==> src/rtl/cla_pipe_adder.sv <==
// cla_pipe_adder: pipelined carry-lookahead adder/subtractor with valid/ready handshake.
// Define CLA_OVF_EN to add the registered signed-overflow output out_ovf.
`timescale 1ns/1ps
module cla_pipe_adder #(
  parameter int WIDTH = 16,
  parameter int GPS   = 1
) (
  input  logic             clk,
  input  logic             rst_n,
  input  logic             in_valid,
  output logic             in_ready,
  input  logic [WIDTH-1:0] in_a,
  input  logic [WIDTH-1:0] in_b,
  input  logic             in_cin,
  input  logic             in_sub,
  output logic             out_valid,
  input  logic             out_ready,
  output logic [WIDTH-1:0] out_sum,
  output logic             out_cout
`ifdef CLA_OVF_EN
  ,
  output logic             out_ovf
`endif
);

  localparam int STAGES = WIDTH / (4 * GPS);

  generate
    if (GPS < 1 || WIDTH < 4 * GPS || (WIDTH % (4 * GPS)) != 0) begin : g_bad_width
      $error("cla_pipe_adder: WIDTH must be a positive multiple of 4*GPS");
    end
  endgenerate

  // One 4-bit lookahead group: returns {G, P, sum[3:0]} with every carry expanded from c0.
  function automatic logic [5:0] cla4(input logic [3:0] a, input logic [3:0] b,
                                      input logic c0);
    logic [3:0] g;
    logic [3:0] p;
    logic [3:0] c;
    logic       grp_g;
    logic       grp_p;
    g     = a & b;
    p     = a ^ b;
    c[0]  = c0;
    c[1]  = g[0] | (p[0] & c0);
    c[2]  = g[1] | (p[1] & g[0]) | (p[1] & p[0] & c0);
    c[3]  = g[2] | (p[2] & g[1]) | (p[2] & p[1] & g[0]) | (p[2] & p[1] & p[0] & c0);
    grp_g = g[3] | (p[3] & g[2]) | (p[3] & p[2] & g[1]) | (p[3] & p[2] & p[1] & g[0]);
    grp_p = &p;
    return {grp_g, grp_p, p ^ c};
  endfunction

  logic [WIDTH-1:0] a_d     [STAGES];
  logic [WIDTH-1:0] a_q     [STAGES];
  logic [WIDTH-1:0] b_d     [STAGES];
  logic [WIDTH-1:0] b_q     [STAGES];
  logic [WIDTH-1:0] sum_d   [STAGES];
  logic [WIDTH-1:0] sum_q   [STAGES];
  logic             carry_d [STAGES];
  logic             carry_q [STAGES];
  logic             valid_d [STAGES];
  logic             valid_q [STAGES];
`ifdef CLA_OVF_EN
  logic             ovf_d;
  logic             ovf_q;
`endif

  logic [WIDTH-1:0] b_eff;
  logic             c0;
  logic             adv;

  always_comb begin : cond_comb
    b_eff    = in_sub ? ~in_b : in_b;
    c0       = in_sub | in_cin;
    adv      = ~valid_q[STAGES-1] | out_ready;
    in_ready = adv & rst_n;
  end

  // Stage k resolves groups k*GPS..(k+1)*GPS-1 from the previous stage's registers.
  always_comb begin : stage_comb
    logic [WIDTH-1:0] src_a;
    logic [WIDTH-1:0] src_b;
    logic [WIDTH-1:0] src_sum;
    logic             src_c;
    logic             src_v;
    logic             c;
    logic [5:0]       grp;
    int               lsb;
    int               prev;
`ifdef CLA_OVF_EN
    ovf_d = 1'b0;
`endif
    for (int k = 0; k < STAGES; k++) begin
      prev = (k > 0) ? k - 1 : 0;
      if (k == 0) begin
        src_a   = in_a;
        src_b   = b_eff;
        src_sum = '0;
        src_c   = c0;
        src_v   = in_valid;
      end else begin
        src_a   = a_q[prev];
        src_b   = b_q[prev];
        src_sum = sum_q[prev];
        src_c   = carry_q[prev];
        src_v   = valid_q[prev];
      end
      c = src_c;
      for (int j = 0; j < GPS; j++) begin
        lsb                = (k * GPS + j) * 4;
        grp                = cla4(src_a[lsb +: 4], src_b[lsb +: 4], c);
        src_sum[lsb +: 4]  = grp[3:0];
        c                  = grp[5] | (grp[4] & c);
      end
      a_d[k]     = src_a;
      b_d[k]     = src_b;
      sum_d[k]   = src_sum;
      carry_d[k] = c;
      valid_d[k] = src_v;
`ifdef CLA_OVF_EN
      if (k == STAGES - 1) begin
        ovf_d = (src_a[WIDTH-1] == src_b[WIDTH-1]) & (src_sum[WIDTH-1] != src_a[WIDTH-1]);
      end
`endif
    end
  end

  // Data fields load only behind a valid bit, so bubbles never disturb held results.
  always_ff @(posedge clk) begin
    if (!rst_n) begin
      for (int k = 0; k < STAGES; k++) begin
        valid_q[k] <= 1'b0;
        carry_q[k] <= 1'b0;
        sum_q[k]   <= '0;
        a_q[k]     <= '0;
        b_q[k]     <= '0;
      end
`ifdef CLA_OVF_EN
      ovf_q <= 1'b0;
`endif
    end else if (adv) begin
      for (int k = 0; k < STAGES; k++) begin
        valid_q[k] <= valid_d[k];
        if (valid_d[k]) begin
          carry_q[k] <= carry_d[k];
          sum_q[k]   <= sum_d[k];
          a_q[k]     <= a_d[k];
          b_q[k]     <= b_d[k];
        end
      end
`ifdef CLA_OVF_EN
      if (valid_d[STAGES-1]) begin
        ovf_q <= ovf_d;
      end
`endif
    end
  end

  assign out_valid = valid_q[STAGES-1];
  assign out_sum   = sum_q[STAGES-1];
  assign out_cout  = carry_q[STAGES-1];
`ifdef CLA_OVF_EN
  assign out_ovf   = ovf_q;
`endif

endmodule

==> config.mk <==
export PLATFORM = sky130hd
export DESIGN_NAME = cla_pipe_adder
export DESIGN_NICKNAME = d
export VERILOG_FILES = /design/src/rtl/cla_pipe_adder.sv
export SDC_FILE = /design/constraint.sdc
export NUM_CORES = 1
export LEC_CHECK = 0
export ABC_AREA = 1
export BUFFER_PORTS_ARGS = -buffer_cell sky130_fd_sc_hd__buf_2
export CAP_MARGIN = 5
export CORE_ASPECT_RATIO = 1.4
export CORE_MARGIN = 2
export CORE_UTILIZATION = 54
export CTS_BUF_LIST = sky130_fd_sc_hd__clkbuf_8
export DETAILED_ROUTE_END_ITERATION = 10
export MAX_ROUTING_LAYER = met4
export PLACE_DENSITY = 0.78
export SYNTH_ARGS = -nofsm -noshare
export SYNTH_HDL_FRONTEND = slang
export SYNTH_SLANG_ARGS = --single-unit
==> constraint.sdc <==
create_clock -name clk -period 3.04 [get_ports clk]
set_input_delay 0.152 -clock clk [delete_from_list [all_inputs] [get_ports clk]]
set_output_delay 0.152 -clock clk [all_outputs]
set_load 0.03 [all_outputs]
==> run_results.csv, run 1 <==
group,metric,value,unit
status,status,"finished clean",
synthesis,synth_top_family_by_area,"simple AND/OR/NAND/NOR gates",
timing,skew,0.00742,ns
power,power_density,502,mW/mm²
route,routed_wl,6.55,mm
synthesis,yosysMostFrequentCell,"nor2_1",
critical_path,crit_path_start,"a_q[0][6]$_SDFFCE_PN0P_",
timing,period_minus_slack,1.53,ns
critical_path,cpMostUsedCell,"nand2_1",
global_routing,grt_pass1_vias,2823,
route,ant_nets,0,
critical_path,path_cells,"ha_1 -> or2_2 -> nand2_1 -> nand3_1 -> nand2_1 -> nor2_1",
critical_path,arrival,1.65,ns
timing,worst_slew_pin_slew,0.441,ns
global_routing,grt.total_usage,16.7,%
worst_hold_path,hold_class,"input pin to flop",
route,drcViolationCount,0,
synthesis,synthTopCellsByArea,"edfxtp_1 58%, nor2_1 8.2%, inv_1 7.0%, ha_1 4.3%, nand2_1 3.7%",
timing,tns,0,ns
critical_path,rr_endpoint,"sum_q[1][7]$_SDFFCE_PN0P_",
route,viasPerCell,4.74,
timing,setup_viol,0,
placement,place_congestion,0.861,
final_layout,n_fill_cell,686,
critical_path,crit_path_end,"sum_q[1][7]$_SDFFCE_PN0P_",
critical_path,crit_cells,6,
critical_path,rrSetupSlack,1.51,ns
flow_run,max_cap_violations,0,
synthesis,synth_edf_count,90,
cts,clk_latency,0.35,ns
final_layout,drive_above_1_share,18.0,%
synthesis,netlist_area,0.00463,mm²
synthesis,async_flop_share,0,%
route,route.vias.total,2892,
synthesis,synthAdderAreaFrac,6.05,%
final_layout,syn_to_final_growth,10.6,%
synthesis,synth_ff_type,"edfxtp_1",
timing,slew_viol_final,0,
synthesis,synthesis.nets,499,
final_layout,stdcell_count,610,
floorplan,start_util,54.8,%
cts,cts_setup_buffers,0,
critical_path,critPathBufInv,0,
placement,port-buffer-count,56,
timing,slew_headroom,70.5,%
floorplan,core_area,0.00846,mm²
critical_path,max_stage_delay,0.38,ns
cts,cts_hold_buf,0,
power,p_leak,2.30,nW
route,firstDrtPassIters,4,
critical_path,worstPathRequired,3.16,ns
synthesis,yosys-top-cells-count,"101 x nor2_1, 90 x edfxtp_1, 87 x inv_1, 46 x nand2_1, 17 x nand3_1",
cts,cts-root-buf,"clkbuf_8",
synthesis,synth_compound_area_share,2.19,%
cts,cts.path.max_buffers,2,
synthesis,synthSimpleGateAreaFrac,17.4,%
critical_path,r2r_start,"a_q[0][6]$_SDFFCE_PN0P_",
global_routing,grt_antenna_before_repair,0,
synthesis,yosys_register_bits,96,
synthesis,seq_area_frac_synth,60.9,%
synthesis,yosysTopAreaCell,"edfxtp_1",
floorplan,ioPinCount,57,
floorplan,die_y,114,µm
timing,grt_setup_unrepaired,"false",
global_routing,grt_pass1_wl,11.6,mm
critical_path,cp-start-kind,"flop",
critical_path,r2r_cells,6,
synthesis,muxShareOfSynthArea,0,%
route,drt-initial-drc-count,114,
synthesis,synth_xor_area_share,3.78,%
critical_path,cp_slowest_cell,"edfxtp_1",
timing,whs,0.0930,ns
synthesis,syn_inst,441,
cts,post_cts_resized,0,
cts,cts_buffers,9,
timing,hold_viol_final,0,
cts,cts_sinks,96,
floorplan,die_w,82.3,µm
floorplan,design.die.area,0.00935,mm²
critical_path,crit_type,"flop to flop",
global_routing,grt.overflow.total,0,
synthesis,ys_types,26,
critical_path,endpoint_kind,"flop",
synthesis,yosysWarnings,0,
critical_path,cp_max_fo,6,
cts,htreeDepth,3,
critical_path,path_delay_family,"simple AND/OR/NAND/NOR gates",
floorplan,row_count,40,
placement,placed_cells_incl_taps,595,
cts,tritoncts,"done",
global_routing,grt_max_degree,29,
cts,path_clk_slew,0.09,ns
synthesis,synth_top_area_share,58.3,%
final_layout,diodes,0,
final_layout,nets,559,
timing,min_period_over_period,50.4,%
power,peakVddDrop,300,µV
route,wl_per_cell,10.7,µm
placement,dp_hpwl,5.01,mm
timing,max_freq,652,MHz
synthesis,synth_area_per_cell,10.5,µm²
[state kept, by name, summed over array words and instances (netlist names)]
signal / count
a_q: 24
b_q: 24
carry_q: 4
sum_q: 40
valid_q: 4
[final cells by class]
type	instances	area, µm²	area share (%)
multi-input cells	245	1370	26.7
well taps	105	131	2.56
flip-flops and latches	96	2820	55.1
clock inverters	6	28.8	0.562
repair buffers	60	310	6.05
inverters	89	339	6.62
clock buffers	9	124	2.42
[logic make-up (layout without fill, tap and decap cells)]
group / after synthesis / after routing
and+or+nand+nor: 187 / 187
buffers and inverters: 100 / 164
DFF: 96 / 96
xor gates and xnor gates: 20 / 20
AOI/OAI and AO/OA: 18 / 18
adders and majority gates: 20 / 20
[stage by stage]
stage / total power, W / worst slack, ns / cell area, µm² / utilization [%]
floorplan: 0.00185 / 0.0918 / 4630 / -
global placement: 0.00191 / 1.28 / 4970 / 58.8
detailed placement: 0.00193 / 1.21 / 4970 / 58.8
CTS: 0.00259 / 1.50 / 5120 / 60.6
global route: 0.00270 / 1.37 / 5120 / 60.6
finish: 0.00257 / 1.51 / 5120 / 60.6
[placed cells by master, fill, tap and decap left out, drive strengths merged, types with 8 or more instances in the layout]
cell / Yosys / routed
buf: 11 / 60
nand2: 49 / 49
edfxtp: 90 / 90
xnor2: 15 / 15
clkbuf: 0 / 9
nor2: 108 / 108
inv: 89 / 90
nand3: 18 / 18
o21ai: 10 / 10
a21oi: 8 / 8
ha: 16 / 16
[power by group]
| group | total, W | switching, W | internal [W] |
|---|---|---|---|
| registers | 0.00156 | 0.0000282 | 0.00153 |
| logic | 0.000338 | 0.000212 | 0.000125 |
| clock network | 0.000676 | 0.000394 | 0.000282 |
| total | 0.00257 | 0.000635 | 0.00194 |
[routing by layer]
layer / vias up / routed length [µm] / GRT usage (%)
li1: 1505 / - / -
met1: 1285 / 2560 / 17.0
met2: 83 / 3430 / 28.3
met3: 19 / 325 / 4.11
met4: 0 / 242 / 9.56
met5: - / 0 / -
[how the worst min path moves through the flow]
stage / startpoint / endpoint / depth (start not counted)
floorplan: in_valid / valid_q[0]$_DFF_P_ / 2
global placement: in_a[4] / a_q[0][4]$_SDFFCE_PN0P_ / 3
detailed placement: in_a[4] / a_q[0][4]$_SDFFCE_PN0P_ / 3
CTS: in_a[4] / a_q[0][4]$_SDFFCE_PN0P_ / 3
global route: in_a[4] / a_q[0][4]$_SDFFCE_PN0P_ / 3
finish: in_a[4] / a_q[0][4]$_SDFFCE_PN0P_ / 3
[worst min-delay path: stages]
cell    delay, ns
buf_2        0.08
inv_1        0.03
nor2_1       0.08
Power figures use the tool's default switching activity.
==> run 2, diff against run 1 <==
==> constraint.sdc (replaced) <==
create_clock -name clk -period 1.3 [get_ports clk]
set_input_delay 0.065 -clock clk [delete_from_list [all_inputs] [get_ports clk]]
set_output_delay 0.065 -clock clk [all_outputs]
set_load 0.03 [all_outputs]
==> run_results.csv, run 2 (same netlist as run 1, synthesis figures left out) <==
group,metric,value,unit
final_layout,largest_reg_flops,40,
final_layout,drive_above_1_share,35.5,%
timing,period_minus_slack,1.42,ns
global_routing,grt_antenna_before_repair,0,
route,route.vias.total,3194,
cts,tritoncts,"done",
cts,cts_buffers,9,
cts,htreeDepth,3,
cts,path_clk_slew,0.08,ns
global_routing,grt_pass1_wl,14.1,mm
final_layout,diodes,0,
status,status,"finished with violations",
timing,worst_slew_pin_slew,0.393,ns
timing,slew_headroom,73.8,%
placement,place_congestion,0.820,
final_layout,n_fill_cell,548,
placement,dpl-instance-area,0.00531,mm²
cts,cts.path.max_buffers,2,
final_layout,top_regs,"sum_q: 40 flops, a_q: 24 flops, b_q: 24 flops",
critical_path,cp-start-kind,"flop",
global_routing,grt_max_degree,29,
timing,whs,0.0244,ns
critical_path,cp_max_fo,4,
timing,grt_setup_unrepaired,"true",
final_layout,regMostFlops,"sum_q",
floorplan,core_area,0.00846,mm²
critical_path,arrival,1.68,ns
route,firstDrtPassIters,4,
global_routing,grt_pass1_vias,3181,
route,viasPerCell,4.93,
placement,dp_hpwl,5.57,mm
timing,hold_viol_final,0,
final_layout,layout_commonest_cell,"edfxtp_1",
floorplan,die_y,114,µm
cts,cts-root-buf,"clkbuf_8",
critical_path,endpoint_kind,"flop",
route,wl_per_cell,14.3,µm
floorplan,design.die.area,0.00935,mm²
floorplan,start_util,54.8,%
final_layout,regArea,0.00282,mm²
global_routing,grt.total_usage,20.7,%
floorplan,row_count,40,
floorplan,ioPinCount,57,
power,power_density,1090,mW/mm²
route,routed_wl,9.25,mm
placement,port-buffer-count,56,
route,ant_nets,0,
timing,max_freq,706,MHz
timing,slew_viol_final,0,
worst_hold_path,hold_class,"input pin to flop",
timing,layout_setup_ws,-0.117,ns
cts,cts_sinks,96,
floorplan,die_w,82.3,µm
final_layout,most-common-layout-cells,"90 x edfxtp_1, 84 x inv_1, 83 x nor2_1",
status,violations,"setup timing",
final_layout,multi_input_area,0.00187,mm²
timing,setup_viol,138,
global_routing,grt.overflow.total,0,
final_layout,syn_to_final_growth,29.7,%
power,peakVddDrop,696,µV
cts,clk_latency,0.36,ns
critical_path,worstPathRequired,1.57,ns
final_layout,nets,598,
power,power,0.00652,W
critical_path,crit_type,"flop to flop",
timing,skew,0.0101,ns
flow_run,max_cap_violations,0,
power,p_leak,2.58,nW
final_layout,stdcell_area,0.00601,mm²
route,drt-initial-drc-count,157,
timing,tns,-7.17,ns
timing,min_period_over_period,109,%
route,drcViolationCount,0,
run 2: area by class of cell:
class | count | share of cell area (%)
Sequential cell | 96 | 47.0
Timing Repair Buffer | 93 | 11.3
Timing Repair inverter | 1 | 0.104
Tap cell | 105 | 2.19
Clock inverter | 5 | 0.437
Inverter | 89 | 5.73
Multi-Input combinational cell | 250 | 31.2
Clock buffer | 9 | 2.06
run 2: through the flow:
stage	util, %	instances	worst slack (ns)
3_3_place_gp	62.7	614	-0.135
4_1_cts	67.6	640	-0.112
5_1_grt	71.1	648	-0.188
6_report	71.1	648	-0.117
3_5_place_dp	62.7	614	-0.205
2_1_floorplan	-	441	-0.376
run 2: where the power goes:
group	total, W	internal [W]	switching [W]
sequential	0.00368	0.00359	0.0000951
clock	0.00163	0.000658	0.000970
combinational	0.00121	0.000533	0.000679
total	0.00652	0.00478	0.00174
run 2: path summary, 6_finish.rpt:
check | from | to | slack, ns | cells past startpoint
max | a_q[0][26]$_SDFFCE_PN0P_ | carry_q[2]$_DFF_P_ | -0.12 | 8
min | in_a[14] | a_q[0][14]$_SDFFCE_PN0P_ | 0.02 | 3
max reg2reg | a_q[0][26]$_SDFFCE_PN0P_ | carry_q[2]$_DFF_P_ | -0.12 | 8
min reg2reg | sum_q[2][7]$_SDFFCE_PN0P_ | sum_q[3][7]$_SDFFCE_PN0P_ | 0.55 | 2
run 2: routing by layer:
| layer | share of wire [%] | up-vias | wire length, µm | track usage, % |
|---|---|---|---|---|
| met5 | 0 | - | 0 | - |
| met2 | 57 | 111 | 5300 | 36.6 |
| li1 | - | 1595 | - | - |
| met4 | 3.6 | 0 | 331 | 11.2 |
| met3 | 4.2 | 24 | 391 | 4.83 |
| met1 | 35 | 1464 | 3230 | 20.2 |
run 2: critical path, stage by stage, from the launching register on:
cell      delay, ns
edfxtp_1       0.43
ha_4           0.27
buf_4          0.15
nand2_2        0.08
nor2_1         0.04
nor2_1         0.15
nand3_1        0.09
nand2_1        0.07
nand2_1        0.05
run 2: what timing repair did:
item,CTS,global route
setup buffers,2,3
gates resized for setup,29,53
setup endpoints to repair,89,185
pin swaps,14,29
hold endpoints to repair,8,0
gates cloned,2,5
hold buffers,8,0
==> run 3, diff against run 2 <==
--- a/config.mk
+++ b/config.mk
@@ -10,11 +10,11 @@
 export CAP_MARGIN = 5
 export CORE_ASPECT_RATIO = 1.4
 export CORE_MARGIN = 2
-export CORE_UTILIZATION = 54
+export CORE_UTILIZATION = 60
 export CTS_BUF_LIST = sky130_fd_sc_hd__clkbuf_8
 export DETAILED_ROUTE_END_ITERATION = 10
 export MAX_ROUTING_LAYER = met4
-export PLACE_DENSITY = 0.78
+export PLACE_DENSITY = 0.82
 export SYNTH_ARGS = -nofsm -noshare
 export SYNTH_HDL_FRONTEND = slang
 export SYNTH_SLANG_ARGS = --single-unit
==> constraint.sdc (replaced) <==
create_clock -name clk -period 1.6 [get_ports clk]
set_input_delay 0.08 -clock clk [delete_from_list [all_inputs] [get_ports clk]]
set_output_delay 0.08 -clock clk [all_outputs]
set_load 0.03 [all_outputs]
==> run_results.csv, run 3 (same netlist as run 1, synthesis figures left out) <==
group,metric,value,unit
floorplan,row_count,37,
timing,hold_viol_final,0,
global_routing,met3_usage,3.59,%
final_layout,regMostFlops,"sum_q",
power,p_int,0.00371,W
critical_path,endpoint_kind,"flop",
global_routing,grt_max_degree,29,
global_routing,grt_busiest_layer,"met2",
floorplan,ioPinCount,57,
cts,cts_buffers,9,
placement,placed_cells_incl_taps,591,
timing,period_minus_slack,1.51,ns
critical_path,arrival,1.62,ns
cts,cts.path.max_buffers,2,
critical_path,max_stage_delay,0.39,ns
critical_path,cp-start-kind,"flop",
timing,grt_setup_unrepaired,"false",
global_routing,grt.total_usage,19.1,%
power,p_leak,2.34,nW
floorplan,start_util,62.6,%
final_layout,diodes,0,
worst_hold_path,hold_class,"input pin to flop",
floorplan,design.die.area,0.00845,mm²
timing,slew_viol_final,0,
route,wl_per_cell,11.6,µm
critical_path,critPathBufInv,0,
floorplan,core_area,0.00741,mm²
power,peakVddDrop,647,µV
final_layout,drive_above_1_share,19.4,%
cts,path_clk_slew,0.08,ns
floorplan,die_y,108,µm
route,drt-initial-drc-count,186,
final_layout,nets,564,
timing,setup_viol,0,
critical_path,crit_type,"flop to flop",
timing,min_period_over_period,94.1,%
critical_path,cp_slowest_cell,"edfxtp_1",
global_routing,use_met2,34.7,%
final_layout,largest_reg_flops,40,
timing,max_freq,664,MHz
timing,tns,0,ns
route,ant_nets,0,
route,drcViolationCount,0,
power,power_density,939,mW/mm²
power,switching_share,24.7,%
power,clockPowerShare,25.5,%
power,combPwrFrac,14.2,%
critical_path,cpMostUsedCell,"nand2_1",
timing,whs,0.0216,ns
placement,port-buffer-count,56,
critical_path,crit_cells,6,
cts,htreeDepth,3,
critical_path,r2r_cells,6,
critical_path,cp_max_fo,5,
timing,layout_setup_ws,0.0940,ns
global_routing,grt_antenna_before_repair,0,
timing,skew,0.0106,ns
timing,worst_slew_pin_slew,0.344,ns
final_layout,top_regs,"sum_q: 40 flops, a_q: 24 flops, b_q: 24 flops",
critical_path,worstPathRequired,1.72,ns
placement,pre_cts_slack,0.0252,ns
critical_path,path_delay_family,"simple AND/OR/NAND/NOR gates",
route,viasPerCell,4.96,
final_layout,syn_to_final_growth,13.1,%
critical_path,path_cells,"ha_2 -> or2_2 -> nand2_1 -> nand3_1 -> nand2_1 -> nor2_1",
power,p_sw,0.00121,W
timing,slew_headroom,77.1,%
global_routing,gr-usage-met1,18.5,%
final_layout,stdcell_count,607,
placement,dp_hpwl,5.23,mm
global_routing,grt.overflow.total,0,
final_layout,layout_commonest_cell,"nor2_1",
cts,cts_sinks,96,
route,route.vias.total,3012,
worst_hold_path,min_delay_path_depth,3,
flow_run,max_cap_violations,0,
cts,cts-root-buf,"clkbuf_8",
final_layout,most-common-layout-cells,"100 x nor2_1, 90 x inv_1, 90 x edfxtp_1",
global_routing,grt_pass1_wl,12.1,mm
cts,clk_latency,0.35,ns
status,status,"finished clean",
route,firstDrtPassIters,4,
power,power,0.00492,W
route,routed_wl,7.06,mm
global_routing,grt_pass1_vias,3015,
placement,place_congestion,0.845,
power,seq_power_share,60.3,%
critical_path,rrSetupSlack,0.09,ns
cts,tritoncts,"done",
floorplan,die_w,78.3,µm
cts,cts_setup_buffers,0,
[run 3: cell count changes in the layout (fill, tap and decap cells not counted), moves of 6 or more]
cell | previous run | this run
nand3_2 | 9 | 1
nand3_1 | 9 | 17
nand2_2 | 11 | 0
nor2_1 | 83 | 100
ha_1 | 6 | 14
nor2_2 | 18 | 6
inv_1 | 84 | 90
nand2_1 | 31 | 46
ha_4 | 10 | 1
dlygate4sd3_1 | 8 | 1
buf_4 | 19 | 5
nand2_8 | 7 | 0
[run 3: what timing repair did]
action,4_1_cts,5_1_grt
hold endpoints to repair,1,0
endpoints found under the setup margin,0,2
gates resized for setup,0,3
hold buffers,1,0
[run 3: final timing paths]
kind	startpoint	end
max	a_q[0][46]$_SDFFCE_PN0P_	sum_q[3][15]$_SDFFCE_PN0P_
min	in_a[9]	a_q[0][9]$_SDFFCE_PN0P_
max reg2reg	a_q[0][46]$_SDFFCE_PN0P_	sum_q[3][15]$_SDFFCE_PN0P_
min reg2reg	carry_q[2]$_DFF_P_	carry_q[2]$_DFF_P_
[run 3: power by group through the flow]
| stage | Sequential, W | Clock, W | Combinational, W |
|---|---|---|---|
| global route | 0.00298 | 0.00138 | 0.000778 |
| finish | 0.00297 | 0.00125 | 0.000698 |
| CTS | 0.00297 | 0.00129 | 0.000691 |
| global placement | 0.00302 | 0 | 0.000644 |
| detailed placement | 0.00303 | 0 | 0.000683 |
| floorplan | 0.00306 | 0 | 0.000457 |
[run 3: cell type report]
| type | count | area, µm² |
|---|---|---|
| flip-flops and latches | 96 | 2820 |
| fillers | 539 | 2170 |
| multi-input cells | 245 | 1420 |
| repair buffers | 65 | 388 |
| inverters | 89 | 339 |
| clock buffers | 9 | 124 |
| well taps | 97 | 121 |
| clock inverters | 6 | 22.5 |
[run 3: worst register-to-register path: cells and delay by family, from the launching register on]
family        cells  cell delay [ns]
flops             1             0.39
simple gates      5             0.55
fa+ha+maj         1             0.33
[run 3: layer usage]
layer | share of wire, % | up-vias
met5 | 0 | -
met4 | 3.7 | 0
met3 | 5.0 | 28
met2 | 53 | 115
met1 | 38 | 1353
li1 | - | 1516
[run 3: metrics by stage]
stage / utilization [%] / instance area (µm²)
after floorplan: - / 4690
after global placement: 68.4 / 5070
after detailed placement: 68.4 / 5070
after CTS: 70.5 / 5220
after global routing: 70.7 / 5240
final: 70.7 / 5240
